`src/rtl/abus_frontend_pkg.sv`:
```
// Shared definitions for the Saturn A-bus pin front-end.
// - state_e     : front-end bus-cycle FSM states
// - MUX_ADDR/MUX_DATA : abus_muxing encodings for the external address/data mux
// - ADDR_W/DATA_W     : request address and data widths
// - cs_index()  : lowest active (low) chipselect index
package abus_frontend_pkg;

  localparam int ADDR_W = 25;
  localparam int DATA_W = 16;

  localparam logic [1:0] MUX_ADDR = 2'b01;
  localparam logic [1:0] MUX_DATA = 2'b10;

  typedef enum logic [2:0] {
    ST_IDLE     = 3'd0,
    ST_ADDR     = 3'd1,
    ST_WR_SET   = 3'd2,
    ST_WR_REQ   = 3'd3,
    ST_RD_REQ   = 3'd4,
    ST_WAIT_RSP = 3'd5,
    ST_HOLD     = 3'd6
  } state_e;

  // Several CS low at once: the lowest index takes the cycle.
  function automatic logic [1:0] cs_index(input logic [2:0] cs_n);
    logic [1:0] idx;
    idx = 2'd2;
    if (!cs_n[1]) idx = 2'd1;
    if (!cs_n[0]) idx = 2'd0;
    return idx;
  endfunction

endpackage

```
`src/rtl/abus_pin_frontend_sync.sv`:
```
// abus_sync_bit: N-flop synchroniser for one raw Saturn-side signal.
// Ports:
//   clk   in  system clock
//   reset in  synchronous, active-high; loads RST_VAL into every stage
//   d_i   in  raw asynchronous input
//   q_o   out synchronised output (last stage)
// All Saturn strobes are active-low, so the default reset value is 1
// (inactive) to avoid a false edge straight out of reset.
module abus_sync_bit #(
  parameter int   N       = 2,
  parameter logic RST_VAL = 1'b1
) (
  input  logic clk,
  input  logic reset,
  input  logic d_i,
  output logic q_o
);

  logic [N-1:0] sync_q;

  always_ff @(posedge clk) begin
    if (reset) sync_q <= {N{RST_VAL}};
    else       sync_q <= {sync_q[N-2:0], d_i};
  end

  assign q_o = sync_q[N-1];

endmodule

```
`src/rtl/abus_pin_frontend.sv`:
```
// abus_pin_frontend: Saturn cartridge A-bus pin front-end.
// Synchronises CS/RD/WR and saturn_reset, sequences the external
// address/data mux and level-shifter direction, and turns each Saturn bus
// cycle into one valid/ready request. Read data comes back on rsp_valid
// and is driven onto the pins while waitrequest is released.
// Ports:
//   clk, reset                 clock, synchronous active-high reset
//   saturn_reset               raw Saturn reset (active-low)
//   abus_chipselect/read/write raw active-low strobes
//   abus_address, abus_ad_in   raw A[9:0] and shared address/data pins
//   abus_ad_out/_oe            pin output data and output enable
//   abus_direction             1 = FPGA->Saturn
//   abus_muxing                01 address-high phase, 10 data phase
//   abus_waitrequest           1 = stall the Saturn
//   req_*                      request channel (valid/ready)
//   rsp_valid/rsp_rdata        read response (one-cycle pulse)
//   timeout_err                sticky timeout flag
// Optional: `ABUS_FRONTEND_STATS_EN adds stat_rd_cnt, stat_wr_cnt,
// stat_abort_cnt (accepted reads, accepted writes, CS aborts + timeouts).
module abus_pin_frontend
  import abus_frontend_pkg::*;
#(
  parameter int SYNC_STAGES = 2,
  parameter int SETTLE_CYC  = 3,
  parameter int TIMEOUT_CYC = 1024
) (
  input  logic              clk,
  input  logic              reset,
  input  logic              saturn_reset,
  input  logic [2:0]        abus_chipselect,
  input  logic              abus_read,
  input  logic [1:0]        abus_write,
  input  logic [9:0]        abus_address,
  input  logic [DATA_W-1:0] abus_ad_in,
  output logic [DATA_W-1:0] abus_ad_out,
  output logic              abus_ad_oe,
  output logic              abus_direction,
  output logic [1:0]        abus_muxing,
  output logic              abus_waitrequest,
  output logic              req_valid,
  input  logic              req_ready,
  output logic              req_write,
  output logic [1:0]        req_be,
  output logic [1:0]        req_cs,
  output logic [ADDR_W-1:0] req_address,
  output logic [DATA_W-1:0] req_wdata,
  input  logic              rsp_valid,
  input  logic [DATA_W-1:0] rsp_rdata,
  output logic              timeout_err
`ifdef ABUS_FRONTEND_STATS_EN
  ,
  output logic [15:0]       stat_rd_cnt,
  output logic [15:0]       stat_wr_cnt,
  output logic [7:0]        stat_abort_cnt
`endif
);

  localparam int NSYNC = 7;
  localparam int SW    = $clog2(SETTLE_CYC + 1);
  localparam int TW    = $clog2(TIMEOUT_CYC + 1);
  // Counter loads SETTLE_CYC-1 so the pins are sampled on the
  // SETTLE_CYC-th cycle after the mux/direction change.
  localparam logic [SW-1:0] SETTLE_LD = SW'(SETTLE_CYC - 1);
  localparam logic [TW-1:0] TMO_LAST  = TW'(TIMEOUT_CYC - 1);

  // ---- synchronisers: {saturn_reset, WR[1:0], RD, CS[2:0]} ----
  logic [NSYNC-1:0] raw_in, syn;
  assign raw_in = {saturn_reset, abus_write, abus_read, abus_chipselect};

  for (genvar g = 0; g < NSYNC; g++) begin : g_sync
    abus_sync_bit #(.N(SYNC_STAGES)) u_sync (
      .clk  (clk),
      .reset(reset),
      .d_i  (raw_in[g]),
      .q_o  (syn[g])
    );
  end

  logic [2:0] cs_s;
  logic       rd_s, srst_n_s;
  logic [1:0] wr_s;
  assign cs_s     = syn[2:0];
  assign rd_s     = syn[3];
  assign wr_s     = syn[5:4];
  assign srst_n_s = syn[6];

  logic cs_act, strobes_idle;
  assign cs_act       = (cs_s != 3'b111);
  assign strobes_idle = !cs_act && rd_s && (wr_s == 2'b11);

  // ---- state and datapath registers ----
  state_e            state_q, state_d;
  logic [SW-1:0]     settle_q, settle_d;
  logic [TW-1:0]     tmo_q, tmo_d;
  logic              cs_act_q;
  logic              drop_q, drop_d;     // a stale read response is still due
  logic [1:0]        mux_q, mux_d;
  logic              dir_q, dir_d, oe_q, oe_d, wait_q, wait_d;
  logic              vld_q, vld_d, wr_q, wr_d, err_q, err_d;
  logic [1:0]        be_q, be_d, cs_q, cs_d;
  logic [ADDR_W-1:0] addr_q, addr_d;
  logic [DATA_W-1:0] wdata_q, wdata_d, dout_q, dout_d;

  logic acc, tmo_run, abort_cs, abort_tmo;
  assign acc       = vld_q && req_ready;
  assign tmo_run   = (state_q inside {ST_ADDR, ST_WAIT_RSP, ST_HOLD});
  // HOLD is excluded: CS going away there is the normal end of a cycle.
  assign abort_cs  = !cs_act && !(state_q inside {ST_IDLE, ST_HOLD});
  assign abort_tmo = tmo_run && (tmo_q == TMO_LAST);

  always_comb begin
    state_d  = state_q;
    settle_d = settle_q;
    tmo_d    = tmo_run ? tmo_q + TW'(1) : tmo_q;
    drop_d   = drop_q;
    mux_d    = mux_q;
    dir_d    = dir_q;
    oe_d     = oe_q;
    wait_d   = wait_q;
    vld_d    = vld_q;
    wr_d     = wr_q;
    be_d     = be_q;
    cs_d     = cs_q;
    addr_d   = addr_q;
    wdata_d  = wdata_q;
    dout_d   = dout_q;
    err_d    = err_q;

    if (settle_q != '0) settle_d = settle_q - SW'(1);
    if (rsp_valid && drop_q) drop_d = 1'b0;

    unique case (state_q)
      ST_IDLE: begin
        if (cs_act && !cs_act_q) begin
          state_d  = ST_ADDR;
          settle_d = SETTLE_LD;
        end
      end
      ST_ADDR: begin
        if (settle_q == '0) begin
          addr_d = {abus_ad_in[14:0], abus_address};
          cs_d   = cs_index(cs_s);
          if (!rd_s) begin          // read wins over a simultaneous write
            state_d = ST_RD_REQ;
            mux_d   = MUX_DATA;
            dir_d   = 1'b1;
            wait_d  = 1'b1;
            vld_d   = 1'b1;
            wr_d    = 1'b0;
            be_d    = 2'b11;
          end else if (wr_s != 2'b11) begin
            state_d  = ST_WR_SET;
            mux_d    = MUX_DATA;
            dir_d    = 1'b0;
            settle_d = SETTLE_LD;
          end
        end
      end
      ST_WR_SET: begin
        if (settle_q == '0) begin
          wdata_d = abus_ad_in;
          be_d    = ~wr_s;
          wr_d    = 1'b1;
          vld_d   = 1'b1;
          wait_d  = 1'b1;
          state_d = ST_WR_REQ;
        end
      end
      ST_WR_REQ: begin
        if (acc) begin
          vld_d   = 1'b0;
          wait_d  = 1'b0;
          state_d = ST_HOLD;
        end
      end
      ST_RD_REQ: begin
        if (acc) begin
          vld_d   = 1'b0;
          state_d = ST_WAIT_RSP;
        end
      end
      ST_WAIT_RSP: begin
        if (rsp_valid && !drop_q) begin
          dout_d  = rsp_rdata;
          oe_d    = 1'b1;
          wait_d  = 1'b0;
          state_d = ST_HOLD;
        end
      end
      ST_HOLD: begin
        if (strobes_idle) begin
          oe_d    = 1'b0;
          dir_d   = 1'b0;
          mux_d   = MUX_ADDR;
          state_d = ST_IDLE;
        end
      end
      default: state_d = ST_IDLE;
    endcase

    // Saturn reset, CS abort and timeout all share the same cleanup.
    if (!srst_n_s || abort_cs || abort_tmo) begin
      state_d = ST_IDLE;
      oe_d    = 1'b0;
      wait_d  = 1'b0;
      vld_d   = 1'b0;
      dir_d   = 1'b0;
      mux_d   = MUX_ADDR;
      // An accepted read whose response has not yet been consumed will
      // still produce a rsp_valid; remember to swallow it.
      if ((state_q == ST_RD_REQ && acc) ||
          (state_q == ST_WAIT_RSP && !(rsp_valid && !drop_q)))
        drop_d = 1'b1;
      if (abort_tmo && srst_n_s) err_d = 1'b1;
    end

    if (state_d != state_q) tmo_d = '0;
  end

  always_ff @(posedge clk) begin
    if (reset) begin
      state_q  <= ST_IDLE;
      settle_q <= '0;
      tmo_q    <= '0;
      cs_act_q <= 1'b0;
      drop_q   <= 1'b0;
      mux_q    <= MUX_ADDR;
      dir_q    <= 1'b0;
      oe_q     <= 1'b0;
      wait_q   <= 1'b0;
      vld_q    <= 1'b0;
      wr_q     <= 1'b0;
      be_q     <= '0;
      cs_q     <= '0;
      addr_q   <= '0;
      wdata_q  <= '0;
      dout_q   <= '0;
      err_q    <= 1'b0;
    end else begin
      state_q  <= state_d;
      settle_q <= settle_d;
      tmo_q    <= tmo_d;
      cs_act_q <= cs_act;
      drop_q   <= drop_d;
      mux_q    <= mux_d;
      dir_q    <= dir_d;
      oe_q     <= oe_d;
      wait_q   <= wait_d;
      vld_q    <= vld_d;
      wr_q     <= wr_d;
      be_q     <= be_d;
      cs_q     <= cs_d;
      addr_q   <= addr_d;
      wdata_q  <= wdata_d;
      dout_q   <= dout_d;
      err_q    <= err_d;
    end
  end

  assign abus_ad_out      = dout_q;
  assign abus_ad_oe       = oe_q;
  assign abus_direction   = dir_q;
  assign abus_muxing      = mux_q;
  assign abus_waitrequest = wait_q;
  assign req_valid        = vld_q;
  assign req_write        = wr_q;
  assign req_be           = be_q;
  assign req_cs           = cs_q;
  assign req_address      = addr_q;
  assign req_wdata        = wdata_q;
  assign timeout_err      = err_q;

`ifdef ABUS_FRONTEND_STATS_EN
  logic [15:0] rd_cnt_q, wr_cnt_q;
  logic [7:0]  ab_cnt_q;

  always_ff @(posedge clk) begin
    if (reset) begin
      rd_cnt_q <= '0;
      wr_cnt_q <= '0;
      ab_cnt_q <= '0;
    end else begin
      if (acc && !wr_q) rd_cnt_q <= rd_cnt_q + 16'd1;
      if (acc && wr_q)  wr_cnt_q <= wr_cnt_q + 16'd1;
      if (srst_n_s && (abort_cs || abort_tmo)) ab_cnt_q <= ab_cnt_q + 8'd1;
    end
  end

  assign stat_rd_cnt    = rd_cnt_q;
  assign stat_wr_cnt    = wr_cnt_q;
  assign stat_abort_cnt = ab_cnt_q;
`endif

endmodule

```
`config.mk`:
```
export PLATFORM = sky130hd
export DESIGN_NAME = abus_pin_frontend
export DESIGN_NICKNAME = d
export VERILOG_FILES = /design/src/rtl/abus_frontend_pkg.sv /design/src/rtl/abus_pin_frontend_sync.sv /design/src/rtl/abus_pin_frontend.sv
export SDC_FILE = /design/constraint.sdc
export NUM_CORES = 1
export LEC_CHECK = 0
export CORE_UTILIZATION = 34
export CTS_CLUSTER_DIAMETER = 200
export DETAILED_ROUTE_END_ITERATION = 7
export GPL_TIMING_DRIVEN = 0
export HOLD_SLACK_MARGIN = 0.05
export PLACE_DENSITY = 0.6
export SYNTH_ARGS = -nofsm -noshare
export SYNTH_HDL_FRONTEND = slang
export SYNTH_HIERARCHICAL = 1
export SYNTH_SLANG_ARGS = --single-unit
export TNS_END_PERCENT = 100
```
`constraint.sdc`:
```
create_clock -name clk -period 4.13 [get_ports clk]
set_clock_uncertainty 0.05 [all_clocks]
set_input_delay 1.0325 -clock clk [delete_from_list [all_inputs] [get_ports clk]]
set_output_delay 1.0325 -clock clk [all_outputs]
set_load 0.1 [all_outputs]
```
==> impl_metrics.ini, run 1 <==
[cts]
clock_latency_ns = 0.34
clock-root-buffer = clkbuf_16
clkTransAtPathRegs_ns = 0.07
holdBufCountCts = 0
cts_tree = built
numCtsBuffers = 9
cts_buffer_depth = 2
cts_setup_buffers = 0
ctsResizeCount = 0
cts_max_level = 3
clock_sinks = 101

[finish]
drive_above_1_share_pct = 7.76
fillCellCount = 1026
regArea_mm2 = 0.00202
area_growth_pct = 43.4
final_area_mm2 = 0.00564
nets = 642
diodes = 0
layoutNonFillerInstCount = 733
multi_input_area_mm2 = 0.00176

[synthesis]
synth.avg_cell_area_um2 = 8.63
ys_seq_area_share_pct = 51.4
synth_common_cells = 130 x nand2_1, 101 x dfxtp_1, 70 x a21oi_1
syn-cell-area_mm2 = 0.00394
syn_nets = 510
synth_edf_count = 0
ys_ff_latch = 101
synth_area_leaders = dfxtp_1 51%, nand2_1 12%, a21oi_1 8.9%
synth_top_area_cell = dfxtp_1
ys.warnings.count = 6
yosysMostFrequentCell = nand2_1
yosys_most_used_dff = dfxtp_1
ys_types = 51
synth_top_area_share_pct = 51.4
async_flop_share_pct = 0
synthCells = 456

[job]
maxCapViolCount = 0

[power]
leakagePower_nw = 1.90
p_seq_share_pct = 43.0
internal_power_mw = 1.64
peakVddDrop_mv = 0.219
power_frac_comb_pct = 20.0
switching_power_mw = 0.754
powerDensity_mw_per_mm2 = 425
clkPwrFrac_pct = 37.0
sw_frac_of_total_pct = 31.5

[worst_setup_path]
ff2ff_setup_slack_ns = 1.74
cpMaxStageDelayCell = clkdlybuf4s50_1
startpoint_type = register
crit_type = register to output port
cp_top_family = buffers and inverters
crit_fanout = 5
max_stage_delay_ns = 1.18
worstPathRequired_ns = 3.05
cp_num_buf_inv = 1
endpoint_kind = output port
path_cells = clkdlybuf4s50_1
arrival_ns = 1.93

[timing]
fin_crit_sh_pct = 72.9
finalHoldViolations = 0
worst_pin_slew_ns = 1.02
maxSlewHeadroom_pct = 31.9
timing.hold.ws_ns = 0.354
drv_slew = 0
rsz0062_at_grt = no
max_freq_ghz = 0.332
setup_slack_ns = 1.12
setup_viol = 0
period_needed_ns = 3.01
fin_setup_tns_ns = 0

[detailed_routing]
routedWlPerCell_um = 14.2
drt_pass1_iterations = 4
vias = 3595
finalWirelength_mm = 10.4
drt_iter0_markers = 215
drc = 0
viasPerCell = 4.90
ant_nets = 0

[floorplanning]
ios = 122
die_w_um = 110
rows = 38
dieArea_mm2 = 0.0120
core-area_mm2 = 0.0111
initial_core_util_pct = 35.5
dieHeight_um = 110

[global_route]
use_met2_pct = 28.6
gr-total-overflow = 0
first_global_vias = 3404
track_usage_pct = 17.8
busiest_layer = met2
grt.met3_usage_pct = 4.56
grt_pass1_wl_mm = 16.3
antenna_found_initial = 0
met1_usage_pct = 22.6
grt_max_degree = 20

[place]
pre_cts_ws_ns = 0.719
routabilityCongestion = 0.834
place_area_mm2 = 0.00532
port_buffers = 121
dp.cells = 717
hpwl_mm = 7.72

[outcome]
status = completed

[hold_path]
hold_path_class = register to register
-- area by class of cell --
type	instances	share of cell area, %
multi-input combinational	322	31.2
clock inverter	7	1.71
buffer	29	2.46
inverter	4	0.266
tap	140	3.10
timing repair buffer	121	21.5
clock buffer	9	3.99
sequential	101	35.8
-- worst paths after layout --
path / start / to / cells after the start
setup / recovery: req_valid / req_valid / 1
hold / removal: g_sync[2].u_sync/sync_q[0] / g_sync[2].u_sync/sync_q[1] / 1
setup reg to reg: state_q[2] / req_address[12] / 6
hold reg to reg: g_sync[2].u_sync/sync_q[0] / g_sync[2].u_sync/sync_q[1] / 1
-- layout by cell type, fill, tap and decap left out, drive strengths merged, types with 2 or more instances in the layout --
| cell | Yosys | final |
|---|---|---|
| o21ai | 6 | 6 |
| a21oi | 72 | 72 |
| o21a | 2 | 2 |
| clkinv | 1 | 4 |
| or2 | 18 | 18 |
| clkbuf | 21 | 30 |
| nand2b | 3 | 3 |
| nand4 | 3 | 3 |
| nor3 | 7 | 7 |
| o31ai | 3 | 3 |
| or3 | 3 | 3 |
| a211oi | 6 | 6 |
| inv | 3 | 5 |
| nand3 | 7 | 7 |
| dfxtp | 101 | 101 |
| xor2 | 8 | 8 |
| buf | 8 | 8 |
| nor2 | 13 | 13 |
| xnor2 | 3 | 3 |
| clkdlybuf4s50 | 0 | 121 |
| and3 | 2 | 2 |
| a311oi | 2 | 2 |
| nor2b | 2 | 2 |
| nor4 | 16 | 16 |
| nand3b | 2 | 2 |
| nand2 | 130 | 130 |
-- power groups by stage --
stage / registers, mW / logic [mW] / clock network (mW)
3_5_place_dp: 1.05 / 0.481 / 0
5_1_grt: 1.03 / 0.509 / 0.950
2_1_floorplan: 1.23 / 0.155 / 0
3_3_place_gp: 1.05 / 0.477 / 0
6_report: 1.03 / 0.480 / 0.886
4_1_cts: 1.03 / 0.483 / 0.911
-- logic make-up (layout without fill, tap and decap cells) --
group	Yosys count	after routing	share of synthesized area, %
adder cells (fa/ha/maj)	1	1	0.318
AO/OA/AOI/OAI	96	96	14.2
XOR/XNOR	11	11	2.45
buffers and inverters	33	170	3.91
flip-flops	101	101	51.4
AND/OR/NAND/NOR	213	213	27.5
multiplexers	1	1	0.254
-- metal layers --
metal / wire, um / vias to the layer above
met5: 0 / -
met2: 4650 / 115
met3: 714 / 18
met4: 269 / 0
li1: - / 1804
met1: 4810 / 1658
-- registers in the layout (all words and copies together) (netlist names) --
name / flops
abus_ad_oe: 1
req_cs: 2
timeout_err: 1
req_write: 1
req_valid: 1
g_sync.u_sync/sync_q: 14
abus_muxing: 2
cs_act_q: 1
req_address: 25
abus_ad_out: 16
settle_q: 2
req_wdata: 16
tmo_q: 11
req_be: 2
state_q: 3
abus_waitrequest: 1
abus_direction: 1
drop_q: 1
-- stage by stage --
step | util [%] | power, mW
after floorplan | - | 1.38
after global placement | 48.0 | 1.53
after CTS | 50.9 | 2.42
after global routing | 50.9 | 2.49
final | 50.9 | 2.40
after detailed placement | 48.0 | 1.53
No activity file was read; power rests on OpenSTA's default activity.
==> inputs of run 2 (changes only) <==
Clock period 4.13 ns to 2.8 ns, I/O delays scaled along.
==> run 2 against run 1 <==
Net effect:
- sequential share of layout area about the same
- sequential cell count unchanged
- first-iteration DRC count unchanged
- clock power up 48%
- via count up 0.17%
- core utilization about the same
- worst hold slack about the same
- total power up 48%
- setup slack worse by 1.0 ns
- wire length about the same
- combinational power up 47%
- largest power group unchanged
- highest routed layer unchanged
==> impl_metrics.ini, run 2 (synthesized netlist as in run 1, its figures left out) <==
[worst_setup_path]
arrival_ns = 1.93
endpoint_kind = output port
startpoint_type = register
cp_top_family = buffers and inverters
ff2ff_setup_slack_ns = 0.41
crit_fanout = 5
cp_num_buf_inv = 1
cpMaxStageDelayCell = clkdlybuf4s50_1
crit_type = register to output port
r2r_start = state_q[2]
reg2reg_depth = 6
max_stage_delay_ns = 1.18
timing.rr.end = req_address[12]
worstPathRequired_ns = 2.05
path_cells = clkdlybuf4s50_1

[cts]
clock_sinks = 101
clock_latency_ns = 0.34
cts_buffer_depth = 2
holdBufCountCts = 0
cts_setup_buffers = 0
clkTransAtPathRegs_ns = 0.07
clock-root-buffer = clkbuf_16
cts_tree = built
cts_max_level = 3
ctsResizeCount = 0
numCtsBuffers = 9

[floorplanning]
dieHeight_um = 110
dieArea_mm2 = 0.0120
rows = 38
ios = 122
die_w_um = 110
initial_core_util_pct = 35.5
core-area_mm2 = 0.0111

[timing]
timing.hold.ws_ns = 0.355
worst_pin_slew_ns = 1.02
fin_setup_tns_ns = 0
finalHoldViolations = 0
setup_viol = 0
maxSlewHeadroom_pct = 32.0
drv_slew = 0
setup_slack_ns = 0.125
fin_crit_sh_pct = 95.5
period_needed_ns = 2.68
max_freq_ghz = 0.374
rsz0062_at_grt = no

[place]
pre_cts_ws_ns = -0.279
hpwl_mm = 7.72
port_buffers = 121
place_area_mm2 = 0.00532
routabilityCongestion = 0.834

[finish]
regArea_mm2 = 0.00202
drive_above_1_share_pct = 7.93
final_common_cell = nand2_1
area_growth_pct = 43.4
layout_common_cells = 130 x nand2_1, 121 x clkdlybuf4s50_1, 101 x dfxtp_1, 70 x a21oi_1, 21 x clkbuf_1
multi_input_area_mm2 = 0.00176
largest_register_ffs = 25
nets = 642
final_area_mm2 = 0.00565
fillCellCount = 1028
diodes = 0

[outcome]
status = completed

[detailed_routing]
routedWlPerCell_um = 14.2
drt_pass1_iterations = 4
drt_iter0_markers = 215
drc = 0
finalWirelength_mm = 10.4
vias = 3601
viasPerCell = 4.91
ant_nets = 0

[power]
leakagePower_nw = 1.91
powerDensity_mw_per_mm2 = 626
peakVddDrop_mv = 0.323
power_mw = 3.53

[global_route]
grt_pass1_wl_mm = 16.3
first_global_vias = 3404
antenna_found_initial = 0
grt_max_degree = 20
track_usage_pct = 17.8
gr-total-overflow = 0

[hold_path]
hold_start = g_sync[2].u_sync/sync_q[0]
whs_endpoint = g_sync[2].u_sync/sync_q[1]
hold_path_class = register to register
hold_depth = 1

[job]
maxCapViolCount = 0
[run 2: cell count changes in the layout (fill, tap and decap cells not counted)]
cell	change
buf_1	-1
clkbuf_2	+1
[run 2: worst max path at each step]
stage | start | to | slack (ns) | cells after the start
4_1_cts | reset | req_wdata[11] | 0.09 | 5
5_1_grt | req_valid | req_valid | 0.08 | 1
6_report | req_valid | req_valid | 0.12 | 1
3_3_place_gp | reset | req_address[0] | -0.25 | 5
3_5_place_dp | reset | req_wdata[11] | -0.28 | 5
2_1_floorplan | req_valid | tmo_q[3] | 0.38 | 7
[run 2: metal layers]
metal | up-vias | track usage [%] | wire, um
li1 | 1803 | - | -
met1 | 1659 | 22.6 | 4790
met2 | 121 | 28.6 | 4650
met3 | 18 | 4.56 | 729
met4 | 0 | 7.71 | 269
met5 | - | 0 | 0
[run 2: cell type report]
cell class	count	share of cell area (%)
Multi-Input combinational cell	322	31.2
Sequential cell	101	35.8
Buffer	29	2.48
Clock inverter	7	1.71
Tap cell	140	3.10
Timing Repair Buffer	121	21.5
Inverter	4	0.266
Clock buffer	9	3.99
[run 2: power by group]
part | leakage [nW] | total, mW | internal, mW | switching (mW)
sequential | 0.819 | 1.52 | 1.49 | 0.0301
combinational | 0.935 | 0.708 | 0.217 | 0.492
clock | 0.152 | 1.31 | 0.716 | 0.590
[run 2: stage by stage]
stage               instances  util [%]
global route              733      51.0
finish                    733      51.0
detailed placement        717      48.0
CTS                       733      50.9
global placement          717      48.0
floorplan                 456         -
[run 2: worst reg2reg max path, cell delays in order (launching register included)]
cell and delay [ns]:
dfxtp_1 0.38, or3b_1 0.41, buf_6 0.15, nor2_1 0.66, clkbuf_1 0.43, nand2_1 0.11
a21oi_1 0.14
==> inputs of run 3 (changes only) <==
Settings changed: PLACE_DENSITY 0.6 to not set.
==> results of run 3 <==
Final layout, timing and power as in run 2 (identical DEF).
